### src/rtl/ula_pkg.sv
// Shared definitions for the sequential ALU: op codes, FSM encoding and
// iteration-count helpers used by the top and the mul/div core.
package ula_pkg;

  localparam logic [3:0] ULA_ADD   = 4'h0;
  localparam logic [3:0] ULA_SUB   = 4'h1;
  localparam logic [3:0] ULA_AND   = 4'h2;
  localparam logic [3:0] ULA_OR    = 4'h3;
  localparam logic [3:0] ULA_XOR   = 4'h4;
  localparam logic [3:0] ULA_SLT   = 4'h5;
  localparam logic [3:0] ULA_SLL   = 4'h6;
  localparam logic [3:0] ULA_SRL   = 4'h7;
  localparam logic [3:0] ULA_SRA   = 4'h8;
  localparam logic [3:0] ULA_SLTU  = 4'h9;
  localparam logic [3:0] ULA_MUL   = 4'hA;
  localparam logic [3:0] ULA_MULHU = 4'hB;
  localparam logic [3:0] ULA_DIV   = 4'hC;
  localparam logic [3:0] ULA_DIVU  = 4'hD;
  localparam logic [3:0] ULA_REM   = 4'hE;
  localparam logic [3:0] ULA_REMU  = 4'hF;

  typedef enum logic [1:0] {
    ST_IDLE = 2'd0,
    ST_CALC = 2'd1,
    ST_FIX  = 2'd2,
    ST_DONE = 2'd3
  } ula_state_e;

  function automatic int ula_iters(input int width, input int unroll);
    return width / unroll;
  endfunction

  function automatic int ula_cnt_w(input int iters);
    return (iters > 1) ? $clog2(iters) : 1;
  endfunction

endpackage

### src/rtl/ula_muldiv_core.sv
// Iterative multiply / restoring divide datapath. hi/lo form one shared
// double-width register: product {hi,lo}, or remainder=hi / quotient=lo.
module ula_muldiv_core
  import ula_pkg::*;
#(
  parameter int WIDTH  = 64,
  parameter int UNROLL = 1
) (
  input  logic             clk,
  input  logic             rst_n,
  input  logic             start,
  input  logic             calc,
  input  logic             is_div,
  input  logic [WIDTH-1:0] opa,
  input  logic [WIDTH-1:0] opb,
  output logic             done,
  output logic [WIDTH-1:0] hi,
  output logic [WIDTH-1:0] lo
);

  localparam int N  = ula_iters(WIDTH, UNROLL);
  localparam int CW = ula_cnt_w(N);
  localparam logic [CW-1:0] CNT_INIT = CW'(N - 1);

  logic [WIDTH-1:0] b_q;
  logic             div_q;
  logic [CW-1:0]    cnt;
  logic [WIDTH-1:0] hi_n, lo_n;
  logic [2*WIDTH:0] p;
  logic [WIDTH:0]   t;

  // One cycle retires UNROLL bits: shift-add for multiply (multiplier in lo,
  // consumed LSB first), restore-compare for divide (dividend shifts out of lo).
  always_comb begin
    hi_n = hi;
    lo_n = lo;
    p    = '0;
    t    = '0;
    for (int i = 0; i < UNROLL; i++) begin
      if (div_q) begin
        t    = {hi_n, lo_n[WIDTH-1]};
        lo_n = {lo_n[WIDTH-2:0], 1'b0};
        if (t >= {1'b0, b_q}) begin
          t       = t - {1'b0, b_q};
          lo_n[0] = 1'b1;
        end
        hi_n = t[WIDTH-1:0];
      end else begin
        p = {1'b0, hi_n, lo_n};
        if (p[0]) p[2*WIDTH:WIDTH] = p[2*WIDTH:WIDTH] + {1'b0, b_q};
        p    = p >> 1;
        hi_n = p[2*WIDTH-1:WIDTH];
        lo_n = p[WIDTH-1:0];
      end
    end
  end

  always_ff @(posedge clk or negedge rst_n) begin
    if (!rst_n) begin
      b_q   <= '0;
      div_q <= 1'b0;
      hi    <= '0;
      lo    <= '0;
      cnt   <= '0;
    end else if (start) begin
      b_q   <= opb;
      div_q <= is_div;
      hi    <= '0;
      lo    <= opa;
      cnt   <= CNT_INIT;
    end else if (calc) begin
      hi <= hi_n;
      lo <= lo_n;
      if (cnt != '0) cnt <= cnt - 1'b1;
    end
  end

  assign done = calc && (cnt == '0);

endmodule

### src/rtl/ula_seq.sv
// Handshaked integer ALU for the EX stage: single-cycle ALU ops plus
// iterative RV64M multiply/divide, one operation in flight at a time.
module ula_seq
  import ula_pkg::*;
#(
  parameter int WIDTH  = 64,
  parameter int UNROLL = 1
) (
  input  logic             clk,
  input  logic             rst_n,
  input  logic             flush,
  input  logic             in_valid,
  output logic             in_ready,
  input  logic [3:0]       op,
  input  logic [WIDTH-1:0] operand1,
  input  logic [WIDTH-1:0] operand2,
  output logic             out_valid,
  input  logic             out_ready,
  output logic [WIDTH-1:0] result,
  output logic             zero,
  output logic             busy,
  output ula_state_e       state_dbg
);

  localparam int SHAMT_W = $clog2(WIDTH);
  localparam logic [WIDTH-1:0] MIN_SIGNED = {1'b1, {(WIDTH-1){1'b0}}};

  // Handshake: a transfer happens on a rising edge where valid and ready are
  // both high; flush wins over in_valid, and a consuming edge never accepts.
  ula_state_e state, state_n;
  logic accept, is_iter, is_div, div_signed, b_zero, div_ovf, bypass, start_iter;
  logic s1, s2, fix_hi_q, fix_neg_q, core_done;
  logic [WIDTH-1:0] mag1, mag2, alu_res, special_res, core_hi, core_lo, fix_sel, fix_res;
  logic [SHAMT_W-1:0] shamt;

  assign accept     = in_valid && in_ready && !flush;
  assign is_iter    = op[3] && (op[2] || op[1]);
  assign is_div     = op[3] && op[2];
  assign div_signed = is_div && !op[0];
  assign b_zero     = (operand2 == '0);
  assign div_ovf    = div_signed && (operand1 == MIN_SIGNED) && (operand2 == '1);
  assign bypass     = is_div && (b_zero || div_ovf);
  assign start_iter = accept && is_iter && !bypass;
  assign s1         = div_signed && operand1[WIDTH-1];
  assign s2         = div_signed && operand2[WIDTH-1];
  assign mag1       = s1 ? -operand1 : operand1;
  assign mag2       = s2 ? -operand2 : operand2;
  assign shamt      = operand2[SHAMT_W-1:0];

  always_comb begin
    alu_res = '0;
    case (op)
      ULA_ADD:  alu_res = operand1 + operand2;
      ULA_SUB:  alu_res = operand1 - operand2;
      ULA_AND:  alu_res = operand1 & operand2;
      ULA_OR:   alu_res = operand1 | operand2;
      ULA_XOR:  alu_res = operand1 ^ operand2;
      ULA_SLT:  alu_res = {{(WIDTH-1){1'b0}}, $signed(operand1) < $signed(operand2)};
      ULA_SLL:  alu_res = operand1 << shamt;
      ULA_SRL:  alu_res = operand1 >> shamt;
      ULA_SRA:  alu_res = $signed(operand1) >>> shamt;
      ULA_SLTU: alu_res = {{(WIDTH-1){1'b0}}, operand1 < operand2};
      default:  alu_res = '0;
    endcase
  end

  // Divide-by-zero and signed overflow follow the RISC-V defined results.
  always_comb begin
    special_res = '0;
    if (b_zero) special_res = op[1] ? operand1 : '1;
    else        special_res = op[1] ? '0 : MIN_SIGNED;
  end

  ula_muldiv_core #(.WIDTH(WIDTH), .UNROLL(UNROLL)) u_core (
    .clk    (clk),
    .rst_n  (rst_n),
    .start  (start_iter),
    .calc   (state == ST_CALC),
    .is_div (is_div),
    .opa    (is_div ? mag1 : operand1),
    .opb    (is_div ? mag2 : operand2),
    .done   (core_done),
    .hi     (core_hi),
    .lo     (core_lo)
  );

  // FIX picks hi (MULHU / remainder) or lo (MUL / quotient), then negates if needed.
  assign fix_sel = fix_hi_q ? core_hi : core_lo;
  assign fix_res = fix_neg_q ? -fix_sel : fix_sel;

  always_ff @(posedge clk or negedge rst_n) begin
    if (!rst_n) state <= ST_IDLE;
    else        state <= state_n;
  end

  always_comb begin
    state_n = state;
    if (flush) state_n = ST_IDLE;
    else begin
      case (state)
        ST_IDLE: if (accept) state_n = start_iter ? ST_CALC : ST_DONE;
        ST_CALC: if (core_done) state_n = ST_FIX;
        ST_FIX:  state_n = ST_DONE;
        ST_DONE: if (out_ready) state_n = ST_IDLE;
        default: state_n = ST_IDLE;
      endcase
    end
  end

  always_comb begin
    in_ready  = (state == ST_IDLE);
    out_valid = (state == ST_DONE);
    busy      = (state != ST_IDLE);
    state_dbg = state;
  end

  always_ff @(posedge clk or negedge rst_n) begin
    if (!rst_n) begin
      result    <= '0;
      fix_hi_q  <= 1'b0;
      fix_neg_q <= 1'b0;
    end else begin
      if (accept && !is_iter)          result <= alu_res;
      else if (accept && bypass)       result <= special_res;
      else if (state == ST_FIX && !flush) result <= fix_res;
      if (start_iter) begin
        fix_hi_q  <= is_div ? op[1] : op[0];
        fix_neg_q <= op[1] ? s1 : (s1 ^ s2);
      end
    end
  end

  assign zero = (result == '0);

endmodule

### config.mk
export PLATFORM = sky130hd
export DESIGN_NAME = ula_seq
export DESIGN_NICKNAME = d
export VERILOG_FILES = /design/src/rtl/ula_pkg.sv /design/src/rtl/ula_muldiv_core.sv /design/src/rtl/ula_seq.sv
export SDC_FILE = /design/constraint.sdc
export NUM_CORES = 2
export LEC_CHECK = 0
export BUFFER_PORTS_ARGS = -buffer_cell sky130_fd_sc_hd__buf_2
export CAP_MARGIN = 20
export CORE_MARGIN = 3
export CORE_UTILIZATION = 45
export CTS_CLUSTER_SIZE = 14
export DETAILED_ROUTE_END_ITERATION = 6
export SETUP_SLACK_MARGIN = 0.3
export SYNTH_ARGS = -nofsm -noshare
export SYNTH_HDL_FRONTEND = slang
export SYNTH_SLANG_ARGS = --single-unit
### constraint.sdc
create_clock -name clk -period 9.7 [get_ports clk]
set_input_delay 2.91 -clock clk [delete_from_list [all_inputs] [get_ports clk]]
set_output_delay 2.91 -clock clk [all_outputs]
set_load 0.03 [all_outputs]
==> flow_summary.yaml <==
sta:
  rsz0062_at_grt: "false"
  fin_skew_ns: 0.0287
  drv_slew: 0
  max_freq_mhz: 126
  hold_violations: 0
  fin_setup_tns_ns: 0
  maxSlewHeadroom_pct: 18.4
  min_period_ns: 7.93
  setup_viol: 0
  min_period_over_period_pct: 81.7
  worst_pin_slew_ns: 1.22
  hold_ws_ns: 0.526
yosys:
  ys.flop_type: "dfrtp_1"
  ys_types: 95
  netlist.area_leader.share_pct: 14.1
  synth-seq-cells: 267
  synth.area.top_cells: "dfrtp_1, ha_1, a21oi_1, mux4_2, nor2_1"
  synthCells: 6677
  ys_warn_count: 0
  yosys.area.top_type: "dfrtp_1"
  synth_area_um2: 47400
  synth_edf_count: 0
  synth.avg_cell_area_um2: 7.10
  ys_seq_area_share_pct: 14.1
  synthArstFlopShare_pct: 100
  syn_nets: 7153
layout:
  multi_input_area_um2: 37500
  fin_util_pct: 48.3
  syn2layout_area_growth_pct: 5.99
  nFillCells: 10800
  regArea_um2: 6690
  num-nets-final: 6995
  drive_above_1_share_pct: 9.90
global_routing:
  grt_max_degree: 142
  grt-ovfl-total: 0
  track_usage_pct: 46.3
  grt_pass1_wl_um: 370000
  antenna_found_initial: 27
  grt_pass1_vias: 51200
cts:
  htree_levels: 1
  cts_root_buf: "clkbuf_16"
  clkTransAtPathRegs_ns: 0.07
  insertion_delay_ns: 0.62
  cts_buffers: 31
  max-clock-path-buffers: 3
  post-cts-setup-buffers: 0
  cts_resized: 0
  cts.sinks: 267
  cts_tree: "yes"
  hold_buffers: 0
power_and_ir_drop:
  clkPwrFrac_pct: 8.2
  cellInternalPower_mw: 6.36
  power_density_nw_per_um2: 299
  comb_power_share_pct: 73.5
  seq_power_share_pct: 18.3
  sw_frac_of_total_pct: 57.7
  finalPower_mw: 15.0
  switchingPower_mw: 8.67
  ir_drop_mv: 0.224
  power.leakage_nw: 20.4
drt:
  ant_nets: 0
  wirelength_um: 263000
  dr.pass1.iters: 7
  num_vias: 56000
  initialDrtViolationCount: 7926
  wl_per_cell_um: 33.2
  routed_via_density: 7.07
  drc: 0
run:
  drv_cap: 0
floorplanning:
  rows: 118
  die_w_um: 331
  dieArea_um2: 109000
  ios: 207
  start_util_pct: 45.5
  die_h_um: 331
  core_um2: 104000
setup_path:
  ff2ff_setup_slack_ns: 4.03
  worstPathRequired_ns: 10.11
  path_class: "primary input to register"
  critPathCaptureType: "register"
  startpoint_type: "primary input"
  crit_fanout: 60
  critical_path_arrival_ns: 8.33
place:
  dp_hpwl_um: 208000
  port_buffers: 206
  gp_congestion: 1.11
hold_path:
  hold_class: "register to register"
outcome:
  status: "complete, no violations"
power by group through the flow:
stage / Clock [mW] / Sequential (mW) / Combinational, mW
2_1_floorplan: 0 / 2.44 / 7.56
3_3_place_gp: 0 / 2.68 / 10.6
3_5_place_dp: 0 / 2.69 / 10.6
4_1_cts: 1.24 / 2.67 / 10.7
5_1_grt: 1.28 / 2.79 / 11.9
6_report: 1.24 / 2.75 / 11.0
stage by stage:
stage	setup slack [ns]	cell area, um^2	std cells
after CTS	2.18	50200	7919
after global routing	1.70	50200	7925
after detailed placement	1.54	49200	7862
after floorplan	1.87	47400	6677
after global placement	1.56	49200	7862
final	1.77	50200	7930
layout make-up:
class / count / share of cell area [%]
clock inverter: 15 / 0.301
antenna: 7 / 0.0349
multi-input combinational: 5567 / 74.7
timing repair buffer: 331 / 4.05
tap: 1380 / 3.44
inverter: 321 / 2.41
sequential: 267 / 13.3
clock buffer: 42 / 1.75
cells by family (layout without fill, tap and decap cells):
logic type	after synthesis	after routing	synth area share (%)
adder cells (fa/ha/maj)	339	339	9.01
XOR/XNOR	334	334	6.17
multiplexers	410	410	12.2
buffers and inverters	843	709	6.89
AND/OR/NAND/NOR	2192	2192	21.1
flip-flops	267	267	14.1
other	0	7	0
AO/OA/AOI/OAI	2292	2292	30.5
flip-flops by register name, summed over array words and instances, names as in the netlist:
register	cells
result	64
fix_neg_q	1
u_core.cnt	6
u_core.hi	64
u_core.lo	64
fix_hi_q	1
state_dbg	2
u_core.b_q	64
u_core.div_q	1
cells in the mapped netlist (17+ instances only):
| master | count |
|---|---|
| or3_1 | 49 |
| nand4_1 | 90 |
| nor3_1 | 163 |
| nor2_1 | 772 |
| a21o_1 | 90 |
| and3_1 | 34 |
| xnor2_1 | 255 |
| mux4_2 | 130 |
| and2_1 | 25 |
| a22oi_1 | 35 |
| o221ai_1 | 56 |
| o21a_1 | 36 |
| nand2_1 | 638 |
| nor4_1 | 90 |
| o32ai_1 | 17 |
| clkbuf_1 | 400 |
| o211ai_1 | 121 |
| a22o_1 | 22 |
| mux2i_1 | 242 |
| nor3b_1 | 25 |
| a31o_2 | 19 |
| nand3_1 | 133 |
| mux2_2 | 38 |
| a2111oi_0 | 21 |
| buf_2 | 59 |
| a31oi_1 | 88 |
| or2_2 | 22 |
| a221oi_1 | 33 |
| a211oi_1 | 95 |
| xor2_1 | 79 |
| o31ai_1 | 75 |
| nor2b_1 | 39 |
| a21oi_1 | 665 |
| nand2b_1 | 39 |
| or4_1 | 19 |
| o22ai_1 | 72 |
| o21ai_0 | 561 |
| dfrtp_1 | 267 |
| o41ai_1 | 19 |
| a21boi_0 | 18 |
| ha_1 | 335 |
| o21bai_1 | 60 |
| buf_1 | 55 |
| inv_1 | 312 |
final timing paths:
| path | from | to | cells after the start |
|---|---|---|---|
| setup / recovery | operand2[1] | u_core.b_q[0] | 12 |
| max in group asynchronous | rst_n | u_core.b_q[43] | 2 |
| min in group asynchronous | rst_n | u_core.lo[11] | 1 |
| setup reg to reg | fix_hi_q | result[60] | 13 |
| hold / removal | u_core.cnt[1] | u_core.cnt[1] | 2 |
| hold reg to reg | u_core.cnt[1] | u_core.cnt[1] | 2 |
cell usage in the layout, fill, tap and decap left out, drive strengths merged, types with 34 or more instances in the layout:
master | Yosys | routed
xor2 | 79 | 79
nand2 | 638 | 638
ha | 335 | 335
or3 | 49 | 49
mux2i | 242 | 242
mux4 | 130 | 130
nor4 | 92 | 92
nand2b | 39 | 39
o21a | 36 | 36
o31ai | 76 | 76
o21bai | 60 | 60
nor2 | 774 | 774
o221ai | 56 | 56
nand3 | 133 | 133
buf | 121 | 328
nand4 | 90 | 90
a21o | 90 | 90
clkbuf | 401 | 45
xnor2 | 255 | 255
nor2b | 39 | 39
o211ai | 121 | 121
a211oi | 95 | 95
a31oi | 88 | 88
and3 | 34 | 34
inv | 313 | 317
dfrtp | 267 | 267
o21ai | 578 | 578
mux2 | 38 | 38
a22oi | 35 | 35
a21oi | 666 | 666
nor3 | 163 | 163
o22ai | 72 | 72
worst max-delay path: stages:
cell and delay [ns]:
buf_6 0.20, inv_1 0.39, ha_1 0.24, nor3b_1 0.52
nand4_1 0.54, or4_1 0.80, or4_4 0.49, nand3_1 0.20
and2_4 0.59, buf_4 0.49, nand2_1 0.32, o21ai_0 0.52
layer usage:
metal	wire length (um)	global-route usage, %	up-vias
met2	110000	69.0	3891
met1	103000	61.1	27000
met4	20400	28.8	24
met3	29400	9.67	815
met5	173	0	-
li1	-	-	24300
No activity file was read; power rests on OpenSTA's default activity.
